File: config.mk
export PLATFORM = sky130hd
export DESIGN_NAME = ex_stage
export DESIGN_NICKNAME = d
export VERILOG_FILES = /design/src/rtl/ex_stage_pkg.sv /design/src/rtl/ex_stage_alu.sv /design/src/rtl/ex_stage.sv
export SDC_FILE = /design/constraint.sdc
export NUM_CORES = 1
export LEC_CHECK = 0
export BUFFER_PORTS_ARGS = -buffer_cell sky130_fd_sc_hd__buf_2
export CORE_ASPECT_RATIO = 0.6
export CORE_MARGIN = 3
export CORE_UTILIZATION = 40
export CTS_CLUSTER_SIZE = 8
export DETAILED_ROUTE_END_ITERATION = 16
export PLACE_DENSITY = 0.63
export SETUP_SLACK_MARGIN = 0.05
export SYNTH_ARGS = -nofsm -noshare
export SYNTH_HDL_FRONTEND = slang
export SYNTH_SLANG_ARGS = --single-unit
File: constraint.sdc
create_clock -name clk -period 13.3 [get_ports clk]
set_input_delay 1.995 -clock clk [delete_from_list [all_inputs] [get_ports clk]]
set_output_delay 1.995 -clock clk [all_outputs]
set_load 0.01 [all_outputs]
File: src/rtl/ex_stage_pkg.sv
// Shared definitions for the execute stage: datapath width, ALU op
// encodings and the bit positions of the fields packed into ctrl_ex.
package ex_stage_pkg;

   localparam int XLEN       = 32;
   localparam int CTRL_W     = 9;

   // ctrl_ex field layout
   localparam int MEMWB_HI   = 8;
   localparam int MEMWB_LO   = 4;
   localparam int MEMWB_W    = MEMWB_HI - MEMWB_LO + 1;
   localparam int ALUOP_HI   = 3;
   localparam int ALUOP_LO   = 1;
   localparam int ALUOP_W    = ALUOP_HI - ALUOP_LO + 1;
   localparam int ALUSRC_BIT = 0;

   // ALU operations; 3'b110 and 3'b111 are reserved and produce zero
   typedef enum logic [ALUOP_W-1:0] {
      ALU_ADD = 3'b000,
      ALU_SUB = 3'b001,
      ALU_AND = 3'b010,
      ALU_OR  = 3'b011,
      ALU_SLL = 3'b100,
      ALU_SLT = 3'b101
   } alu_op_e;

   // Extract the ALU op field from a packed EX control word
   function automatic logic [ALUOP_W-1:0] ctrl_alu_op(input logic [CTRL_W-1:0] ctrl);
      return ctrl[ALUOP_HI:ALUOP_LO];
   endfunction

   // Extract the MEM/WB pass-through slice from a packed EX control word
   function automatic logic [MEMWB_W-1:0] ctrl_memwb(input logic [CTRL_W-1:0] ctrl);
      return ctrl[MEMWB_HI:MEMWB_LO];
   endfunction

endpackage

File: src/rtl/ex_stage_alu.sv
// Combinational 32-bit ALU: ADD, SUB, AND, OR, SLL, signed SLT.
// Reserved op codes return zero.
module alu
   import ex_stage_pkg::*;
(
   input  logic [XLEN-1:0]    a,
   input  logic [XLEN-1:0]    b,
   input  logic [ALUOP_W-1:0] op,
   output logic [XLEN-1:0]    result
);

   logic [XLEN-1:0] sum;
   logic [XLEN-1:0] diff;
   logic [XLEN-1:0] and_bits;
   logic [XLEN-1:0] or_bits;
   logic [XLEN-1:0] shl;
   logic            lt_signed;

   // Adder and subtractor; both wrap modulo 2^32
   assign sum  = a + b;
   assign diff = a - b;

   // Bitwise logic, one slice per bit
   genvar gi;
   generate
      for (gi = 0; gi < XLEN; gi++) begin : g_bitwise
         assign and_bits[gi] = a[gi] & b[gi];
         assign or_bits[gi]  = a[gi] | b[gi];
      end
   endgenerate

   // Only the low five bits of b form the shift amount
   assign shl = a << b[4:0];

   // Signed less-than reusing the subtractor: with differing signs the
   // negative operand is smaller; with equal signs a - b cannot overflow,
   // so its sign bit is the answer
   assign lt_signed = (a[XLEN-1] != b[XLEN-1]) ? a[XLEN-1] : diff[XLEN-1];

   // Result select by op code
   always_comb begin
      result = '0;
      case (op)
         ALU_ADD: result = sum;
         ALU_SUB: result = diff;
         ALU_AND: result = and_bits;
         ALU_OR:  result = or_bits;
         ALU_SLL: result = shl;
         ALU_SLT: result = {{(XLEN-1){1'b0}}, lt_signed};
         default: result = '0;
      endcase
   end

endmodule

File: src/rtl/ex_stage.sv
// Execute stage: operand B select, ALU, and the EX/MEM pipeline register.
// Every output comes straight from a flop; reset clears them at once.
module ex_stage
   import ex_stage_pkg::*;
(
   input  logic               clk,
   input  logic               reset,
   input  logic [CTRL_W-1:0]  ctrl_ex,
   input  logic [XLEN-1:0]    rd_ex,
   input  logic [XLEN-1:0]    pc4_ex,
   input  logic [XLEN-1:0]    r_data1,
   input  logic [XLEN-1:0]    r_data2,
   input  logic [XLEN-1:0]    extended,
   output logic [MEMWB_W-1:0] ctrl_mem,
   output logic [XLEN-1:0]    rd_mem,
   output logic [XLEN-1:0]    pc4_mem,
   output logic [XLEN-1:0]    alu_result,
   output logic [XLEN-1:0]    write_data1
);

   logic [XLEN-1:0]    operand_b;
   logic [XLEN-1:0]    alu_out;

   logic [MEMWB_W-1:0] ctrl_mem_reg;
   logic [XLEN-1:0]    rd_mem_reg;
   logic [XLEN-1:0]    pc4_mem_reg;
   logic [XLEN-1:0]    alu_result_reg;
   logic [XLEN-1:0]    write_data1_reg;

   // Operand B: immediate when ALUSrc is set, otherwise rs2
   assign operand_b = ctrl_ex[ALUSRC_BIT] ? extended : r_data2;

   alu u_alu (
      .a      (r_data1),
      .b      (operand_b),
      .op     (ctrl_alu_op(ctrl_ex)),
      .result (alu_out)
   );

   // EX/MEM register: loads every cycle, cleared asynchronously by reset.
   // Store data is always rs2, independent of the operand B select.
   always_ff @(posedge clk or posedge reset) begin
      if (reset) begin
         ctrl_mem_reg    <= '0;
         rd_mem_reg      <= '0;
         pc4_mem_reg     <= '0;
         alu_result_reg  <= '0;
         write_data1_reg <= '0;
      end else begin
         ctrl_mem_reg    <= ctrl_memwb(ctrl_ex);
         rd_mem_reg      <= rd_ex;
         pc4_mem_reg     <= pc4_ex;
         alu_result_reg  <= alu_out;
         write_data1_reg <= r_data2;
      end
   end

   assign ctrl_mem    = ctrl_mem_reg;
   assign rd_mem      = rd_mem_reg;
   assign pc4_mem     = pc4_mem_reg;
   assign alu_result  = alu_result_reg;
   assign write_data1 = write_data1_reg;

endmodule

==> flow_summary.html, run 1 <==
<table>
<tr><th>Metric</th><th>Value</th></tr>
<tr><th colspan="2">Run status</th></tr>
<tr><td>Result of the run</td><td>completed</td></tr>
<tr><th colspan="2">Critical path</th></tr>
<tr><td>Slowest Stage Delay on Critical Path</td><td>0.82 ns</td></tr>
<tr><td>Startpoint class of the critical path</td><td>input port</td></tr>
<tr><td>Arr. time, crit path</td><td>7.47 ns</td></tr>
<tr><td>Worst path required time</td><td>13.61 ns</td></tr>
<tr><td>Kind of critical path</td><td>input port to register</td></tr>
<tr><td>Nature of the critical path endpoint</td><td>register</td></tr>
<tr><td>Slowest stage cell on the critical path</td><td>sky130_fd_sc_hd__mux2i_1</td></tr>
<tr><td>Worst-path fanout max</td><td>32</td></tr>
<tr><td>Ordered list of cells on the worst path</td><td>buf_2, buf_4, mux2i_1, ha_1, nor2b_1, a2111oi_0, a211oi_1, nand3_1, nand2_1, a21oi_1, o41ai_1, o21bai_1, a22o_1, fa_1, mux2i_1, a22oi_1, o22ai_1, a21oi_1, o211ai_1</td></tr>
<tr><th colspan="2">Clock network</th></tr>
<tr><td>TritonCTS clock tree</td><td>done</td></tr>
<tr><td>Clock slew at reported path FFs</td><td>0.06 ns</td></tr>
<tr><td>Total of hold buffers inserted after clock tree synthesis</td><td>0</td></tr>
<tr><td>Buffer type at the clock tree root</td><td>sky130_fd_sc_hd__clkbuf_16</td></tr>
<tr><td>Number of buffers inserted to repair setup after CTS</td><td>0</td></tr>
<tr><td>Resized Gates After CTS</td><td>0</td></tr>
<tr><td>Sink count of the clock tree</td><td>133</td></tr>
<tr><td>Worst-case clock buffer depth</td><td>2</td></tr>
<tr><td>Number of buffers added by the clock tree synthesis step</td><td>17</td></tr>
<tr><td>H-tree levels</td><td>4</td></tr>
<tr><th colspan="2">GRT</th></tr>
<tr><td>Global routing met3 resource utilization</td><td>10.2%</td></tr>
<tr><td>Global-route wire length before repair</td><td>54500 µm</td></tr>
<tr><td>Met2 Resource Use GR</td><td>35.4%</td></tr>
<tr><td>Met1 track utilization from global routing</td><td>39.9%</td></tr>
<tr><td>Most congested layer reported by global routing</td><td>met1</td></tr>
<tr><td>Total track usage</td><td>26.5%</td></tr>
<tr><td>Initial antenna violation count</td><td>0</td></tr>
<tr><td>Remaining Overflow, GRT</td><td>0</td></tr>
<tr><td>Vias in the first global route</td><td>9175</td></tr>
<tr><td>Pin count of the biggest net entering global routing</td><td>75</td></tr>
<tr><th colspan="2">Drt</th></tr>
<tr><td>Detailed-route wire length</td><td>36200 µm</td></tr>
<tr><td>Routed via count</td><td>9775</td></tr>
<tr><td>WL per Instance</td><td>21.0 µm</td></tr>
<tr><td>DRT Pass-1 Iters</td><td>6</td></tr>
<tr><td>Number of violations reported at the end of detailed-routing iteration 0</td><td>1310</td></tr>
<tr><td>Remaining DRCs</td><td>0</td></tr>
<tr><td>Remaining number of nets flagged by the antenna check after routing</td><td>0</td></tr>
<tr><td>Number of vias per cell</td><td>5.67</td></tr>
<tr><th colspan="2">Yosys</th></tr>
<tr><td>Seq cells post-synth</td><td>133</td></tr>
<tr><td>Fraction of post-synthesis cell area in the top cell type by area</td><td>33.4%</td></tr>
<tr><td>Commonest cells post-synth</td><td>sky130_fd_sc_hd__dfrtp_1, sky130_fd_sc_hd__ha_1, sky130_fd_sc_hd__a21oi_1</td></tr>
<tr><td>Sequential area share after synthesis</td><td>33.4%</td></tr>
<tr><td>Most numerous cell in the Yosys netlist</td><td>sky130_fd_sc_hd__dfrtp_1</td></tr>
<tr><td>Synth area leaders</td><td>sky130_fd_sc_hd__dfrtp_1, sky130_fd_sc_hd__ha_1, sky130_fd_sc_hd__mux2i_1, sky130_fd_sc_hd__a21oi_1, sky130_fd_sc_hd__nand2_1</td></tr>
<tr><td>Post-synthesis instance area</td><td>0.00997 mm²</td></tr>
<tr><td>Synthesized instance count</td><td>1120</td></tr>
<tr><td>Ys flop type</td><td>sky130_fd_sc_hd__dfrtp_1</td></tr>
<tr><td>Yosys warns</td><td>0</td></tr>
<tr><td>Post-Synthesis Net Count</td><td>1403</td></tr>
<tr><td>Number of distinct standard cells referenced by the synthesized netlist</td><td>76</td></tr>
<tr><td>Post-synth EDFFs</td><td>0</td></tr>
<tr><td>Average footprint of a synthesized cell</td><td>8.90 µm²</td></tr>
<tr><td>Proportion of register bits with asynchronous set or reset after synthesis</td><td>100%</td></tr>
<tr><td>Post-synthesis cell type with the largest combined area</td><td>sky130_fd_sc_hd__dfrtp_1</td></tr>
<tr><th colspan="2">Placement</th></tr>
<tr><td>HPWL after detailed placement</td><td>28000 µm</td></tr>
<tr><td>DP Area</td><td>0.0117 mm²</td></tr>
<tr><td>Total of buffers placed on input and output ports</td><td>303</td></tr>
<tr><td>Setup slack at placement</td><td>5.95 ns</td></tr>
<tr><td>Placer congestion estimate</td><td>0.994</td></tr>
<tr><th colspan="2">Flow run</th></tr>
<tr><td>Number of violations of the max-capacitance limit</td><td>0</td></tr>
<tr><th colspan="2">Final layout</th></tr>
<tr><td>Layout cells sized above 1</td><td>26.4%</td></tr>
<tr><td>Layout Nets</td><td>1674</td></tr>
<tr><td>Final instance area</td><td>0.0123 mm²</td></tr>
<tr><td>Core utilization of the finished layout</td><td>50.5%</td></tr>
<tr><td>Antenna diodes</td><td>0</td></tr>
<tr><td>Area overhead of the layout relative to synthesis</td><td>23.3%</td></tr>
<tr><th colspan="2">STA</th></tr>
<tr><td>Count of pins over their slew limit</td><td>0</td></tr>
<tr><td>Worst slew pin tran</td><td>0.945 ns</td></tr>
<tr><td>Min cycle time layout</td><td>7.17 ns</td></tr>
<tr><td># setup viols final</td><td>0</td></tr>
<tr><td>Worst-case setup margin in the final layout</td><td>6.13 ns</td></tr>
<tr><td>Count of final hold-check violations</td><td>0</td></tr>
<tr><td>Sum Neg Setup Slack</td><td>0 ns</td></tr>
<tr><td>Worst slew slack as a fraction of its limit</td><td>36.5%</td></tr>
<tr><td>Period utilisation layout</td><td>53.9%</td></tr>
<tr><td>Achievable frequency</td><td>140 MHz</td></tr>
<tr><td>Unrepaired setup endpoints after global routing</td><td>no</td></tr>
<tr><th colspan="2">Power and ir drop</th></tr>
<tr><td>Leak pwr</td><td>6.27 nW</td></tr>
<tr><td>Power Density</td><td>111 mW/mm²</td></tr>
<tr><td>Overall Power</td><td>1.37 mW</td></tr>
<tr><td>Worst VDD drop</td><td>0.0894 mV</td></tr>
<tr><th colspan="2">Floorplanning</th></tr>
<tr><td>Die X-Extent</td><td>210 µm</td></tr>
<tr><td>IO Count</td><td>304</td></tr>
<tr><td>Die area</td><td>0.0269 mm²</td></tr>
<tr><td>Cell row count</td><td>44</td></tr>
<tr><td>Vert. Die Dim</td><td>128 µm</td></tr>
<tr><td>Standard cell core area</td><td>0.0243 mm²</td></tr>
<tr><td>Initial cell density of the core</td><td>41.0%</td></tr>
<tr><th colspan="2">Hold path</th></tr>
<tr><td>Hold crit path type</td><td>input port to asynchronous set/reset pin</td></tr>
</table>
-- logic make-up (layout without fill, tap and decap cells) --
kind of cell,Yosys count,in the layout,share of synthesized area [%]
AOI/OAI and AO/OA,311,311,20.4
and+or+nand+nor,282,282,12.9
buffers and inverters,160,442,6.68
DFF,133,133,33.4
adders and majority gates,112,112,14.3
muxes,91,91,9.65
xor gates and xnor gates,31,31,2.72
-- cells in the final DEF (no fill, tap or decap), types with 8 or more instances in the layout --
cell type	n
sky130_fd_sc_hd__nand3_1	20
sky130_fd_sc_hd__clkbuf_16	17
sky130_fd_sc_hd__o211ai_1	11
sky130_fd_sc_hd__o31ai_1	8
sky130_fd_sc_hd__inv_1	92
sky130_fd_sc_hd__o221ai_1	19
sky130_fd_sc_hd__buf_2	303
sky130_fd_sc_hd__xnor2_1	24
sky130_fd_sc_hd__a31oi_1	17
sky130_fd_sc_hd__a21oi_1	102
sky130_fd_sc_hd__nor2b_1	9
sky130_fd_sc_hd__nor3_1	12
sky130_fd_sc_hd__dfrtp_1	133
sky130_fd_sc_hd__o21bai_1	10
sky130_fd_sc_hd__nand2_1	95
sky130_fd_sc_hd__and3_1	13
sky130_fd_sc_hd__buf_4	12
sky130_fd_sc_hd__nor2_1	89
sky130_fd_sc_hd__nand2b_1	10
sky130_fd_sc_hd__a211oi_1	12
sky130_fd_sc_hd__mux2i_1	83
sky130_fd_sc_hd__ha_1	109
sky130_fd_sc_hd__a21o_1	11
sky130_fd_sc_hd__o21ai_0	54
sky130_fd_sc_hd__a221oi_1	10
-- power breakdown --
group | internal, mW | switching [mW] | total, mW
Combinational | 0.163 | 0.287 | 0.450
Sequential | 0.434 | 0.00700 | 0.441
Clock | 0.294 | 0.181 | 0.475
Total | 0.892 | 0.474 | 1.37
-- per-layer routing --
| layer | wire length, µm | up-vias |
|---|---|---|
| met3 | 5130 | 35 |
| met4 | 334 | 0 |
| met1 | 16500 | 4640 |
| met2 | 14300 | 611 |
| li1 | - | 4489 |
| met5 | 0 | - |
-- final cells by class --
type                    instances  area, µm²
well taps                     322        403
clock inverters                 7       96.3
repair buffers                315       1610
fillers                      2435      12000
clock buffers                  23        488
multi-input cells             827       5990
flip-flops and latches        133       3330
inverters                      97        369
-- critical path: cells and delay by family --
family	cells	cell delay, ns
AO/OA/AOI/OAI	10	2.36
multiplexers	2	0.88
AND/OR/NAND/NOR	3	0.61
buffers and inverters	2	0.64
adder cells (fa/ha/maj)	2	0.95
-- path summary, 6_finish.rpt --
kind	start	end	slack [ns]
min	reset	rd_mem[7]$_DFF_PP0_	1.60
min in group clk	ctrl_ex[8]	ctrl_mem[4]$_DFF_PP0_	1.66
max	ctrl_ex[0]	alu_result[31]$_DFF_PP0_	6.13
max in group asynchronous	reset	alu_result[20]$_DFF_PP0_	10.34
-- through the flow --
| step | cells | hold WS, ns |
|---|---|---|
| floorplan | 1120 | 2.03 |
| global placement | 1694 | 2.08 |
| detailed placement | 1694 | 2.09 |
| CTS | 1724 | 1.61 |
| global route | 1724 | 1.64 |
| finish | 1724 | 1.60 |
Note: power is estimated with default switching activity, not from simulation.
==> run 2, diff against run 1 <==
clock period = 6.79 ns   (was 13.3 ns; I/O delays follow)
==> run 2 against run 1 <==
Net effect:
- wire length increased by 1.7%
- clock-buffer cell count decreased by 2
- power increased by 110%
- critical path depth decreased by 1
==> flow_summary.html, run 2 (same netlist as run 1, synthesis figures left out) <==
<table>
<tr><th>Metric</th><th>Value</th></tr>
<tr><th colspan="2">STA</th></tr>
<tr><td>Count of final hold-check violations</td><td>0 (unchanged)</td></tr>
<tr><td>Min cycle time layout</td><td>5.51 ns</td></tr>
<tr><td>Count of pins over their slew limit</td><td>0 (unchanged)</td></tr>
<tr><td>Sum Neg Setup Slack</td><td>0 ns (unchanged)</td></tr>
<tr><td>Achievable frequency</td><td>182 MHz</td></tr>
<tr><td>Worst slew slack as a fraction of its limit</td><td>35.4% (was 36.5%)</td></tr>
<tr><td>Period utilisation layout</td><td>81.1%</td></tr>
<tr><td># setup viols final</td><td>0 (unchanged)</td></tr>
<tr><td>Worst slew pin tran</td><td>0.960 ns (was 0.945 ns)</td></tr>
<tr><td>Worst-case setup margin in the final layout</td><td>1.28 ns (was 6.13 ns)</td></tr>
<tr><td>Unrepaired setup endpoints after global routing</td><td>no (unchanged)</td></tr>
<tr><th colspan="2">Power and ir drop</th></tr>
<tr><td>Leak pwr</td><td>6.32 nW (was 6.27 nW)</td></tr>
<tr><td>Power Density</td><td>227 mW/mm² (was 111 mW/mm²)</td></tr>
<tr><td>Worst VDD drop</td><td>0.169 mV (was 0.0894 mV)</td></tr>
<tr><td>Overall Power</td><td>2.81 mW (was 1.37 mW)</td></tr>
<tr><th colspan="2">GRT</th></tr>
<tr><td>Remaining Overflow, GRT</td><td>0 (unchanged)</td></tr>
<tr><td>Total track usage</td><td>26.8% (was 26.5%)</td></tr>
<tr><td>Vias in the first global route</td><td>9208 (was 9175)</td></tr>
<tr><td>Pin count of the biggest net entering global routing</td><td>73 (was 75)</td></tr>
<tr><td>Global-route wire length before repair</td><td>55000 µm (was 54500 µm)</td></tr>
<tr><td>Initial antenna violation count</td><td>0 (unchanged)</td></tr>
<tr><th colspan="2">Critical path</th></tr>
<tr><td>Crit path capture</td><td>alu_result[31]$_DFF_PP0_ (unchanged)</td></tr>
<tr><td>Worst-path fanout max</td><td>14 (was 32)</td></tr>
<tr><td>Startpoint class of the critical path</td><td>input port (unchanged)</td></tr>
<tr><td>Worst path required time</td><td>7.10 ns (was 13.61 ns)</td></tr>
<tr><td>Startpoint of the worst setup timing path</td><td>ctrl_ex[0] (unchanged)</td></tr>
<tr><td>Nature of the critical path endpoint</td><td>register (unchanged)</td></tr>
<tr><td>Kind of critical path</td><td>input port to register (unchanged)</td></tr>
<tr><td>Arr. time, crit path</td><td>5.81 ns (was 7.47 ns)</td></tr>
<tr><th colspan="2">Placement</th></tr>
<tr><td>Setup slack at placement</td><td>1.06 ns (was 5.95 ns)</td></tr>
<tr><td>Total of buffers placed on input and output ports</td><td>303 (unchanged)</td></tr>
<tr><td>Placer congestion estimate</td><td>0.982 (was 0.994)</td></tr>
<tr><td>HPWL after detailed placement</td><td>29000 µm (was 28000 µm)</td></tr>
<tr><th colspan="2">Drt</th></tr>
<tr><td>Remaining DRCs</td><td>0 (unchanged)</td></tr>
<tr><td>WL per Instance</td><td>21.3 µm (was 21.0 µm)</td></tr>
<tr><td>DRT Pass-1 Iters</td><td>6 (unchanged)</td></tr>
<tr><td>Detailed-route wire length</td><td>36800 µm (was 36200 µm)</td></tr>
<tr><td>Number of violations reported at the end of detailed-routing iteration 0</td><td>1079 (was 1310)</td></tr>
<tr><td>Remaining number of nets flagged by the antenna check after routing</td><td>0 (unchanged)</td></tr>
<tr><td>Number of vias per cell</td><td>5.71 (was 5.67)</td></tr>
<tr><td>Routed via count</td><td>9875 (was 9775)</td></tr>
<tr><th colspan="2">Floorplanning</th></tr>
<tr><td>IO Count</td><td>304 (unchanged)</td></tr>
<tr><td>Initial cell density of the core</td><td>41.0% (unchanged)</td></tr>
<tr><td>Die area</td><td>0.0269 mm² (unchanged)</td></tr>
<tr><td>Cell row count</td><td>44 (unchanged)</td></tr>
<tr><td>Standard cell core area</td><td>0.0243 mm² (unchanged)</td></tr>
<tr><td>Die X-Extent</td><td>210 µm (unchanged)</td></tr>
<tr><td>Vert. Die Dim</td><td>128 µm (unchanged)</td></tr>
<tr><th colspan="2">Clock network</th></tr>
<tr><td>Sink count of the clock tree</td><td>133 (unchanged)</td></tr>
<tr><td>Buffer type at the clock tree root</td><td>sky130_fd_sc_hd__clkbuf_16 (unchanged)</td></tr>
<tr><td>H-tree levels</td><td>4 (unchanged)</td></tr>
<tr><td>Total of hold buffers inserted after clock tree synthesis</td><td>0 (unchanged)</td></tr>
<tr><td>Resized Gates After CTS</td><td>0 (unchanged)</td></tr>
<tr><td>Clock slew at reported path FFs</td><td>0.06 ns (about the same)</td></tr>
<tr><td>Number of buffers inserted to repair setup after CTS</td><td>0 (unchanged)</td></tr>
<tr><td>TritonCTS clock tree</td><td>done (unchanged)</td></tr>
<tr><td>Number of buffers added by the clock tree synthesis step</td><td>17 (unchanged)</td></tr>
<tr><td>Worst-case clock buffer depth</td><td>2 (unchanged)</td></tr>
<tr><th colspan="2">Final layout</th></tr>
<tr><td>Antenna diodes</td><td>0 (unchanged)</td></tr>
<tr><td>Layout cells sized above 1</td><td>26.7% (was 26.4%)</td></tr>
<tr><td>Layout Nets</td><td>1677 (was 1674)</td></tr>
<tr><td>Area overhead of the layout relative to synthesis</td><td>24.4% (was 23.3%)</td></tr>
<tr><td>Most common library cell in the layout ignoring fill and taps</td><td>sky130_fd_sc_hd__buf_2 (unchanged)</td></tr>
<tr><td>Commonest cells after routing, fill and taps aside</td><td>sky130_fd_sc_hd__buf_2, sky130_fd_sc_hd__dfrtp_1, sky130_fd_sc_hd__ha_1 (unchanged)</td></tr>
<tr><th colspan="2">Run status</th></tr>
<tr><td>Result of the run</td><td>completed (unchanged)</td></tr>
<tr><th colspan="2">Hold path</th></tr>
<tr><td>Hold crit path type</td><td>input port to asynchronous set/reset pin (unchanged)</td></tr>
<tr><th colspan="2">Flow run</th></tr>
<tr><td>Number of violations of the max-capacitance limit</td><td>0 (unchanged)</td></tr>
</table>
## run 2: cell types whose count changed in the layout (fill, tap and decap cells not counted), sizes merged
| cell | delta |
|---|---|
| clkinvlp | +1 |
| bufinv | +3 |
| buf | +3 |
| clkinv | -1 |
| clkbuf | -2 |
## run 2: layer usage
| layer | up-vias | part of all wire (%) | track usage (%) |
|---|---|---|---|
| li1 | 4498 | - | - |
| met1 | 4719 | 47 | 40.8 |
| met2 | 632 | 38 | 34.7 |
| met3 | 26 | 14 | 11.3 |
| met4 | 0 | 0.86 | 4.92 |
| met5 | - | 0 | 0 |
## run 2: worst min path at each step
stage          slack [ns]                    end       start
6_report             0.64   rd_mem[10]$_DFF_PP0_       reset
5_1_grt              0.66   pc4_mem[9]$_DFF_PP0_   pc4_ex[9]
4_1_cts              0.64  pc4_mem[23]$_DFF_PP0_       reset
3_5_place_dp         1.11  pc4_mem[23]$_DFF_PP0_       reset
3_3_place_gp         1.11  pc4_mem[23]$_DFF_PP0_       reset
2_1_floorplan        1.05  ctrl_mem[0]$_DFF_PP0_  ctrl_ex[4]
## run 2: cell type report
cell class	count	area [µm²]
Clock buffer	21	480
Clock inverter	10	193
Fill cell	2361	11900
Inverter	97	369
Multi-Input combinational cell	827	5990
Sequential cell	133	3330
Tap cell	322	403
Timing Repair Buffer	318	1630
## run 2: per-stage QoR
step | util (%) | area (µm²) | hold WS, ns | cells
final | 50.9 | 12400 | 0.638 | 1728
after global routing | 50.9 | 12400 | 0.656 | 1728
after detailed placement | 48.2 | 11700 | 1.11 | 1697
after CTS | 50.9 | 12400 | 0.638 | 1728
after floorplan | - | 9970 | 1.05 | 1120
after global placement | 48.2 | 11700 | 1.11 | 1697
## run 2: power breakdown
group / internal [mW] / total, mW / switching, mW
logic: 0.322 / 0.884 / 0.562
registers: 0.851 / 0.864 / 0.0136
clock network: 0.691 / 1.06 / 0.371
total: 1.86 / 2.81 / 0.947
## run 2: critical path: stages
cell and delay [ns]:
sky130_fd_sc_hd__buf_2 0.48, sky130_fd_sc_hd__mux2i_4 0.43, sky130_fd_sc_hd__ha_1 0.30, sky130_fd_sc_hd__o21bai_1 0.21
sky130_fd_sc_hd__o211ai_1 0.17, sky130_fd_sc_hd__a211oi_1 0.69, sky130_fd_sc_hd__nand3_1 0.20, sky130_fd_sc_hd__nand2_1 0.17
sky130_fd_sc_hd__a21oi_1 0.18, sky130_fd_sc_hd__o41ai_1 0.55, sky130_fd_sc_hd__o21bai_1 0.12, sky130_fd_sc_hd__a22o_1 0.21
sky130_fd_sc_hd__fa_1 0.49, sky130_fd_sc_hd__mux2i_1 0.08, sky130_fd_sc_hd__a22oi_1 0.14, sky130_fd_sc_hd__o22ai_1 0.10
sky130_fd_sc_hd__a21oi_1 0.15, sky130_fd_sc_hd__o211ai_1 0.11
